$ cat src/rtl/booth4_pp_streamer_pkg.sv
// Shared definitions for the radix-4 Booth multiplier family.
//   BOOTH_GRP_W        : width of one Booth window {b[2i+1], b[2i], b[2i-1]}
//   DIG_*              : 3-bit signed codes for the Booth digits -2..+2
//   S_IDLE / S_EMIT    : state encodings of the partial-product streamer FSM
//   booth_sel_t        : one-hot-ish multiplicand select {neg, one, two}
package booth4_pp_streamer_pkg;

  localparam int BOOTH_GRP_W = 3;

  localparam logic signed [2:0] DIG_ZERO = 3'sb000;
  localparam logic signed [2:0] DIG_P1   = 3'sb001;
  localparam logic signed [2:0] DIG_P2   = 3'sb010;
  localparam logic signed [2:0] DIG_M1   = 3'sb111;
  localparam logic signed [2:0] DIG_M2   = 3'sb110;

  localparam logic [0:0] S_IDLE = 1'b0;
  localparam logic [0:0] S_EMIT = 1'b1;

  // neg : negate the selected multiple
  // one : select 1*a
  // two : select 2*a
  typedef struct packed {
    logic neg;
    logic one;
    logic two;
  } booth_sel_t;

endpackage

$ cat src/rtl/booth4_digit_enc.sv
// Radix-4 Booth digit encoder (purely combinational).
// Ports:
//   win   in  3  Booth window {b[2i+1], b[2i], b[2i-1]}
//   sel   out    multiplicand select {neg, one, two}
//   digit out 3  signed Booth digit in {-2,-1,0,+1,+2}
module booth4_digit_enc
  import booth4_pp_streamer_pkg::*;
(
  input  logic [BOOTH_GRP_W-1:0] win,
  output booth_sel_t             sel,
  output logic signed [2:0]      digit
);

  always_comb begin
    sel   = '0;
    digit = DIG_ZERO;
    case (win)
      3'b001, 3'b010: begin
        sel.one = 1'b1;
        digit   = DIG_P1;
      end
      3'b011: begin
        sel.two = 1'b1;
        digit   = DIG_P2;
      end
      3'b100: begin
        sel.neg = 1'b1;
        sel.two = 1'b1;
        digit   = DIG_M2;
      end
      3'b101, 3'b110: begin
        sel.neg = 1'b1;
        sel.one = 1'b1;
        digit   = DIG_M1;
      end
      default: begin
        sel   = '0;
        digit = DIG_ZERO;
      end
    endcase
  end

endmodule

$ cat src/rtl/booth4_pp_streamer.sv
// Radix-4 Booth partial-product streamer.
// Accepts one signed WIDTH x WIDTH operand pair over valid/ready and emits
// its Booth partial products one per beat, each already shifted by 4^idx
// and sign-extended to 2*WIDTH bits. The beats of one operation sum,
// modulo 2^(2*WIDTH), to signed(a)*signed(b).
//
// Optional feature macro: SKIP_ZERO_PP_EN
//   undefined : every group is emitted, idx 0..NPP-1, last at idx NPP-1.
//   defined   : zero-digit groups take no beat; last on the highest nonzero
//               group; an all-zero multiplier emits a single zero beat at
//               idx NPP-1.
//
// Ports:
//   sys_clk    in            clock, rising edge
//   sys_rst_n  in            asynchronous active-low reset
//   in_valid   in            operand pair valid
//   in_ready   out           ready for an operand pair (state IDLE)
//   a_in       in  WIDTH     multiplicand, signed
//   b_in       in  WIDTH     multiplier, signed (Booth recoded)
//   pp_valid   out           beat valid
//   pp_ready   in            downstream accepts beat
//   pp_data    out 2*WIDTH   digit * a * 4^idx, mod 2^(2*WIDTH)
//   pp_digit   out 3         Booth digit, signed
//   pp_idx     out IDX_W     group index
//   pp_last    out           final beat of the operation
//   busy       out           operation in progress (state EMIT)
module booth4_pp_streamer
  import booth4_pp_streamer_pkg::*;
#(
  parameter  int WIDTH = 16,
  localparam int NPP   = WIDTH / 2,
  localparam int IDX_W = $clog2(NPP)
) (
  input  logic                      sys_clk,
  input  logic                      sys_rst_n,
  input  logic                      in_valid,
  output logic                      in_ready,
  input  logic signed [WIDTH-1:0]   a_in,
  input  logic        [WIDTH-1:0]   b_in,
  output logic                      pp_valid,
  input  logic                      pp_ready,
  output logic signed [2*WIDTH-1:0] pp_data,
  output logic signed [2:0]         pp_digit,
  output logic        [IDX_W-1:0]   pp_idx,
  output logic                      pp_last,
  output logic                      busy
);

  localparam logic [IDX_W-1:0] LAST_IDX = IDX_W'(NPP - 1);

  logic [0:0]                state;
  logic signed [WIDTH-1:0]   a_reg;
  logic        [WIDTH-1:0]   b_reg;
  logic        [IDX_W-1:0]   idx;

  logic        [IDX_W-1:0]   first_idx;
  logic        [IDX_W-1:0]   next_idx;
  logic                      last_grp;

  logic        [WIDTH:0]     b_ext;
  logic [BOOTH_GRP_W-1:0]    win;
  booth_sel_t                sel;
  logic signed [2:0]         digit;
  logic signed [2*WIDTH-1:0] a_ext;
  logic signed [2*WIDTH-1:0] term;
  logic signed [2*WIDTH-1:0] shifted;

  // Select 0/a/2a, then take the true two's complement for negative digits.
  // In 2*WIDTH bits even -2 * -2^(WIDTH-1) = 2^WIDTH is exact.
  function automatic logic signed [2*WIDTH-1:0] booth_term(
    input logic signed [2*WIDTH-1:0] x,
    input booth_sel_t                s
  );
    logic signed [2*WIDTH-1:0] mag;
    mag = s.two ? (x <<< 1) : (s.one ? x : '0);
    return s.neg ? -mag : mag;
  endfunction

  // ---------------------------------------------------------------------
  // Group sequencing
  // ---------------------------------------------------------------------
`ifdef SKIP_ZERO_PP_EN
  logic [WIDTH:0]   b_in_ext;
  logic [NPP-1:0]   in_mask;
  logic [NPP-1:0]   nz_mask;

  assign b_in_ext = {b_in, 1'b0};

  // Nonzero-digit mask of the incoming multiplier, captured at acceptance.
  for (genvar g = 0; g < NPP; g++) begin : g_grp
    booth_sel_t        grp_sel;
    logic signed [2:0] grp_digit;

    booth4_digit_enc u_grp_enc (
      .win   (b_in_ext[2*g +: BOOTH_GRP_W]),
      .sel   (grp_sel),
      .digit (grp_digit)
    );

    assign in_mask[g] = (grp_digit != DIG_ZERO);
  end

  // Lowest nonzero group; an all-zero mask falls back to the top group so
  // that exactly one (zero) beat carries pp_last.
  function automatic logic [IDX_W-1:0] first_nz(input logic [NPP-1:0] m);
    logic [IDX_W-1:0] r;
    r = LAST_IDX;
    for (int g = NPP - 1; g >= 0; g--) begin
      if (m[g]) r = IDX_W'(g);
    end
    return r;
  endfunction

  function automatic logic [IDX_W-1:0] next_nz(
    input logic [NPP-1:0]   m,
    input logic [IDX_W-1:0] cur
  );
    logic [IDX_W-1:0] r;
    r = cur;
    for (int g = NPP - 1; g >= 0; g--) begin
      if (m[g] && (g > int'(cur))) r = IDX_W'(g);
    end
    return r;
  endfunction

  assign first_idx = first_nz(in_mask);
  assign next_idx  = next_nz(nz_mask, idx);
  assign last_grp  = (((nz_mask >> idx) >> 1) == '0);

  always_ff @(posedge sys_clk or negedge sys_rst_n) begin
    if (!sys_rst_n) begin
      nz_mask <= '0;
    end else if (state == S_IDLE && in_valid) begin
      nz_mask <= in_mask;
    end
  end
`else
  assign first_idx = '0;
  assign next_idx  = idx + 1'b1;
  assign last_grp  = (idx == LAST_IDX);
`endif

  // ---------------------------------------------------------------------
  // FSM and operand / index registers
  // ---------------------------------------------------------------------
  always_ff @(posedge sys_clk or negedge sys_rst_n) begin
    if (!sys_rst_n) begin
      state <= S_IDLE;
      a_reg <= '0;
      b_reg <= '0;
      idx   <= '0;
    end else begin
      case (state)
        S_IDLE: begin
          if (in_valid) begin
            a_reg <= a_in;
            b_reg <= b_in;
            idx   <= first_idx;
            state <= S_EMIT;
          end
        end
        S_EMIT: begin
          if (pp_ready) begin
            if (last_grp) state <= S_IDLE;
            else          idx   <= next_idx;
          end
        end
        default: state <= S_IDLE;
      endcase
    end
  end

  // ---------------------------------------------------------------------
  // Beat datapath: window select, Booth encode, select/negate, shift
  // ---------------------------------------------------------------------
  // b[-1] is the implicit zero below the LSB.
  assign b_ext = {b_reg, 1'b0};

  always_comb begin
    win = '0;
    for (int g = 0; g < NPP; g++) begin
      if (idx == IDX_W'(g)) win = b_ext[2*g +: BOOTH_GRP_W];
    end
  end

  booth4_digit_enc u_cur_enc (
    .win   (win),
    .sel   (sel),
    .digit (digit)
  );

  assign a_ext   = {{WIDTH{a_reg[WIDTH-1]}}, a_reg};
  assign term    = booth_term(a_ext, sel);
  assign shifted = term << {idx, 1'b0};

  // Outputs depend only on registered state; they are forced to their
  // reset values outside EMIT so an idle block presents a clean bus.
  assign busy     = (state == S_EMIT);
  assign in_ready = (state == S_IDLE);
  assign pp_valid = busy;
  assign pp_data  = busy ? shifted : '0;
  assign pp_digit = busy ? digit : DIG_ZERO;
  assign pp_idx   = busy ? idx : '0;
  assign pp_last  = busy && last_grp;

endmodule

$ cat config.mk
export PLATFORM = sky130hd
export DESIGN_NAME = booth4_pp_streamer
export DESIGN_NICKNAME = d
export VERILOG_FILES = /design/src/rtl/booth4_pp_streamer_pkg.sv /design/src/rtl/booth4_digit_enc.sv /design/src/rtl/booth4_pp_streamer.sv
export SDC_FILE = /design/constraint.sdc
export NUM_CORES = 1
export LEC_CHECK = 0
export CAP_MARGIN = 20
export CORE_MARGIN = 2
export CORE_UTILIZATION = 54
export DETAILED_ROUTE_END_ITERATION = 12
export PLACE_DENSITY = 0.83
export SYNTH_ARGS = -nofsm -noshare
export SYNTH_HDL_FRONTEND = slang
export SYNTH_SLANG_ARGS = --single-unit
$ cat constraint.sdc
create_clock -name sys_clk -period 7.8 [get_ports sys_clk]
set_input_delay 1.56 -clock sys_clk [delete_from_list [all_inputs] [get_ports sys_clk]]
set_output_delay 1.56 -clock sys_clk [all_outputs]
set_load 0.01 [all_outputs]
# --- After elaboration in Yosys (flattened, before gate mapping) ---
# Index checks and enable logic that the tools add are counted.
totals:
  ff_bits: 36
  in_bits: 36
  elab_cells: 59
classes:
  n_addsub: 2
  n_eq_ne: 16
  shifts: 1
  muxes: 26
  bitwise: 1
  reduce_logical: 9
op_table:
  columns: ["cell", "count"]
  rows:
  - ["$mux W32", 4]
  - ["$mux W3", 13]
  - ["$neg A32 Y32", 1]
  - ["$shl A32 B4 Y32", 1]
  - ["$eq A3 B3 Y1 const B", 7]
  - ["$eq A3 B2 Y1 const B", 4]
  - ["$pmux W3 S4", 1]
  - ["$eq A3 B1 Y1 const B", 2]
  - ["$mux W1", 6]
  - ["$ne A2 B2 Y1 const B", 3]
  - ["$pmux W3 S2", 1]
  - ["$reduce_or A2 Y1", 3]
  - ["$reduce_or A4 Y1", 1]
  - ["$add A3 B1 Y3 const B", 1]
  - ["$logic_not A3 Y1", 1]
  - ["$reduce_and A3 Y1", 1]
  - ["$reduce_or A3 Y1", 1]
  - ["$pmux W1 S2", 1]
  - ["$reduce_and A2 Y1", 1]
  - ["$logic_and A1 B1 Y1", 1]
  - ["$not A1 Y1", 1]

# --- Longest topological paths before layout ---
logic_depth:
  depth_word: 18
  ltp_mapped: 25
  ltp_nobuf: 22

# --- Modules after synthesis ---
# A second synthesis with hierarchy kept.
unflattened:
  cells_unflattened: 461
  hier_area_um2: 3709.8
by_module_without_submodules:
  columns: ["module", "n_inst", "cells_per_inst", "area_each_um2", "seq_area_each_um2"]
  rows:
  - ["booth4_pp_streamer", 1, 453, 3653.5, 900.9]
  - ["booth4_digit_enc", 1, 8, 56.3, 0.0]

# --- Least setup slack after synthesis ---
# Ideal clock, no wire load.
synth_path:
  path_kind: "reg-to-output"
  startpoint: "reg idx[2]"
  endpoint: "out pp_data[18]"
  t_arrival_ns: 4.641
  required_ns: 6.240
  setup_slack_ns: 1.599
  path_stages_with_launch: 24
  path_buffers: 5
  path_cell_list: "dfrtp_1 -> buf_2 -> buf_1 -> inv_1 -> clkbuf_1 -> ha_1 -> buf_2 -> nand2_1 -> o21ai_0 -> mux2i_1 -> o21ai_0 -> a21oi_1 -> o21a_1 -> ha_1 -> a41oi_1 -> a22o_1 -> buf_2 -> nand4_1 -> a31o_4 -> o31ai_2 -> xor2_1 -> mux2_4 -> nor2_2 -> o32ai_1"
synth_via:
  elab_chain_len: 18
  word_cells_on_any_way: 34
  cone_classes: "add/sub (1); eq/ne (13); shift (1); mux (15); reduce/logical (4)"
synth_lines:
  columns: ["item", "line", "text"]
  rows:
  - ["from (decl)", "booth4_pp_streamer.sv:54", "logic [IDX_W-1:0] idx;"]
  - ["from (signal assigned)", "booth4_pp_streamer.sv:158", "idx <= first_idx;"]
  - ["from (signal assigned)", "booth4_pp_streamer.sv:165", "else idx <= next_idx;"]
  - ["$logic_not A3 Y1", "booth4_pp_streamer.sv:182", "if (idx == IDX_W'(g)) win = b_ext[2*g +: BOOTH_GRP_W];"]
  - ["$mux W3 (8 in series)", "booth4_pp_streamer.sv:182", null]
  - ["$eq A3 B1 Y1, or another cell as far along", "booth4_digit_enc.sv:17", "case (win)"]
  - ["$reduce_or A4 Y1 (no line)", null, null]
  - ["$mux W1", "booth4_digit_enc.sv:17", null]
  - ["$mux W32 (2 in series)", "booth4_pp_streamer.sv:75", "mag = s.two ? (x <<< 1) : (s.one ? x : '0);"]
  - ["$neg A32 Y32", "booth4_pp_streamer.sv:76", "return s.neg ? -mag : mag;"]
  - ["$mux W32", "booth4_pp_streamer.sv:76", null]
  - ["$shl A32 B4 Y32 *", "booth4_pp_streamer.sv:194", "assign shifted = term << {idx, 1'b0};"]
  - ["$mux W32 *", "booth4_pp_streamer.sv:201", "assign pp_data = busy ? shifted : '0;"]
  - ["to (decl)", "booth4_pp_streamer.sv:42", "output logic signed [2*WIDTH-1:0] pp_data,"]
# Every way passes the cells marked *; elsewhere a longest branch is shown, timed or not.

# --- Worst setup path in the final report ---
layout_path:
  startpoint: "reg idx[0]"
  endpoint: "out pp_data[21]"
# The elaborated chain is that of the path after synthesis.

==> results.py <==
metrics = {
    "status": {
        "status": "finished, final reports clean",
    },
    "worst_setup_path": {
        "r2r_cells": 6,
        "cp_top_family": "compound AO/OA/AOI/OAI gates",
        "crit_path_end_kind": "output pin",
        "cp.required_ns": 6.24,
        "cpMostUsedCell": "nor2_1",
        "critPathMaxFanout": 18,
        "reg2reg_to": "idx[0]$_DFFE_PN0P_",
        "rrSetupSlack_ns": 5.88,
        "crit_path_start_kind": "register",
        "worstPathArrival_ns": 5.64,
        "cpMaxStageDelayCell": "clkdlybuf4s50_1",
        "crit_path_cell_trace": "inv_2 -> ha_1 -> nand2_1 -> nor2_1 -> a21oi_1 -> nor2_1 -> a21oi_1 -> o21ai_0 -> o21ai_0 -> a31oi_1 -> mux2i_1 -> ha_1 -> a41oi_1 -> a22o_2 -> nand3_2 -> a221oi_1 -> nor2_1 -> o2bb2ai_1 -> mux2i_1 -> mux2_2 -> a211oi_1 -> clkdlybuf4s50_1",
        "critPathMaxStageDelay_ns": 0.59,
        "r2r-start": "idx[2]$_DFFE_PN0P_",
        "criticalPathCategory": "reg2out",
        "crit_buf_inv": 2,
    },
    "cts": {
        "cts_made_buffers": 5,
        "postCtsHoldBufs": 0,
        "cts_setup_buffers": 0,
        "cts_resized": 0,
        "clock_path_buffers": 2,
        "path_clk_slew_ns": 0.08,
        "clock_latency_ns": 0.29,
        "cts_tree": "done",
        "cts_max_level": 2,
        "clock_sinks": 36,
        "clock-root-buffer": "clkbuf_8",
    },
    "layout": {
        "mostFrequentLayoutCells": "76 x clkdlybuf4s50_1, 41 x nand2_1, 37 x nor2_1",
        "fin_area_um2": 4930,
        "nets": 590,
        "nFillCells": 588,
        "multi_input_area_um2": 2900,
        "diodes": 0,
        "seq_area_um2": 901,
        "drive_gt1_share_pct": 17.6,
        "syn_to_final_growth_pct": 22.6,
        "final_common_cell": "clkdlybuf4s50_1",
    },
    "grt": {
        "antenna_found_initial": 0,
        "grt_max_degree": 37,
        "grtUsageTotal_pct": 29.5,
        "grt_pass1_vias": 3873,
        "grt_pass1_wl_um": 20100,
        "grt-ovfl-total": 0,
    },
    "floorplanning": {
        "dieWidth_um": 90.3,
        "die_h_um": 90.3,
        "ios": 78,
        "coreArea_um2": 7210,
        "start_util_pct": 55.7,
        "die_area_um2": 8150,
        "row_count": 31,
    },
    "synth": {
        "ys_types": 87,
        "syn-instance-count": 486,
        "netlist_area_um2": 4020,
        "synthArstFlopShare_pct": 100,
        "yosysSeqAreaShare_pct": 22.4,
        "avgSynthCellArea_um2": 8.27,
        "synth_edf_count": 0,
        "ys_warn_count": 0,
        "syn_nets": 532,
        "synth_ff_type": "dfrtp_1",
        "ys_seq_elements": 36,
    },
    "routing": {
        "dr.pass1.iters": 5,
        "vias": 4188,
        "via_per_inst": 6.50,
        "drt_iter0_drc": 424,
        "drtAntennaViolNets": 0,
        "wl_um": 12000,
        "wl_per_cell_um": 18.7,
        "drc_errors": 0,
    },
    "timing": {
        "slew_viol_final": 0,
        "period_needed_ns": 7.20,
        "skew_ns": 0.0102,
        "fmax_mhz": 139,
        "setup_tns_ns": 0,
        "finalSetupViolations": 0,
        "rsz0062_at_grt": "no",
        "final.setup.worst_slack_ns": 0.597,
        "finalCritPeriodShare_pct": 92.4,
        "worstMarginPinSlew_ns": 0.794,
        "final_hold_viol_count": 0,
        "relSlewSlack_pct": 47.0,
    },
    "hold_path": {
        "hold_start": "b_reg[12]$_DFFE_PN0P_",
        "hp-class": "reg2reg",
        "min_path_cells": 1,
        "whs_endpoint": "b_reg[12]$_DFFE_PN0P_",
    },
    "place": {
        "gp_congestion": 0.962,
        "port-buffer-count": 77,
        "place_hpwl_um": 9220,
        "dpl-instance-area_um2": 4810,
        "place_ws_ns": 0.894,
    },
    "flow_run": {
        "drv_cap": 0,
    },
}
==> cell usage after synthesis (all sizes together) (3+ instances only) <==
cell / count / share of area [%]
o31ai: 8 / 2.2
o32ai: 3 / 0.65
a211oi: 13 / 2.9
nor4: 7 / 1.2
nor3: 17 / 2.4
dfrtp: 36 / 22
xor2: 4 / 1.1
or2: 3 / 0.47
a2111oi: 5 / 1.7
a2111o: 3 / 0.84
a22o: 6 / 1.3
a21oi: 30 / 4.1
o2111ai: 3 / 0.65
ha: 10 / 3.1
nor2: 39 / 3.8
or3: 7 / 1.1
a22oi: 6 / 1.2
and3: 3 / 0.47
mux2: 36 / 10
inv: 12 / 1.1
xnor2: 8 / 1.7
o21a: 6 / 1.1
buf: 22 / 3.2
nand4: 8 / 1.2
a211o: 3 / 0.65
a21o: 3 / 0.56
o21ai: 35 / 4.5
nand3: 14 / 1.9
o211ai: 5 / 0.93
mux2i: 9 / 2.2
and2: 5 / 0.81
a31oi: 11 / 1.9
o22ai: 5 / 0.78
a221oi: 4 / 0.87
nor2b: 6 / 0.93
nand2: 41 / 3.8
nand2b: 4 / 0.62
clkbuf: 17 / 1.6
==> worst max-delay path by stage <==
stage | start | end | slack (ns) | cells past startpoint
finish | idx[0]$_DFFE_PN0P_ | pp_data[21] | 0.60 | 22
global route | idx[0]$_DFFE_PN0P_ | pp_data[26] | 0.06 | 22
CTS | idx[0]$_DFFE_PN0P_ | pp_data[26] | 0.55 | 22
detailed placement | idx[0]$_DFFE_PN0P_ | pp_data[26] | 0.89 | 22
global placement | idx[0]$_DFFE_PN0P_ | pp_data[12] | 1.10 | 19
floorplan | idx[2]$_DFFE_PN0P_ | pp_data[18] | 1.60 | 23
==> layer usage <==
| layer | vias to the layer above | global-route usage [%] | part of all wire, % |
|---|---|---|---|
| li1 | 1972 | - | - |
| met1 | 1992 | 42.8 | 47 |
| met2 | 205 | 47.0 | 45 |
| met3 | 19 | 3.76 | 6.6 |
| met4 | 0 | 6.67 | 1.5 |
| met5 | - | 0 | 0 |
==> metrics by stage <==
stage               hold WS, ns  instances  util, %
floorplan                 0.481        486        -
global placement          0.502        635     66.6
detailed placement        0.509        635     66.6
CTS                       0.527        643     67.9
global route              0.556        644     68.3
finish                    0.528        644     68.3
==> logic make-up (layout without fill, tap and decap cells) <==
logic type | after synthesis | in the layout | share of synthesized area [%]
AO/OA/AOI/OAI | 170 | 170 | 32.4
XOR/XNOR | 12 | 12 | 2.80
adder cells (fa/ha/maj) | 10 | 10 | 3.11
AND/OR/NAND/NOR | 162 | 162 | 21.0
buffers and inverters | 51 | 110 | 5.92
flip-flops | 36 | 36 | 22.4
multiplexers | 45 | 45 | 12.4
==> final cells by class <==
class | count | share of cell area (%)
Timing Repair Buffer | 90 | 17.5
Clock buffer | 7 | 1.75
Multi-Input combinational cell | 399 | 58.9
Inverter | 12 | 0.914
Tap cell | 99 | 2.51
Clock inverter | 1 | 0.152
Sequential cell | 36 | 18.3
Power is left out: the tool's default activity adds up to more than one toggle a clock period on the data nets, which glitch-free logic cannot reach.
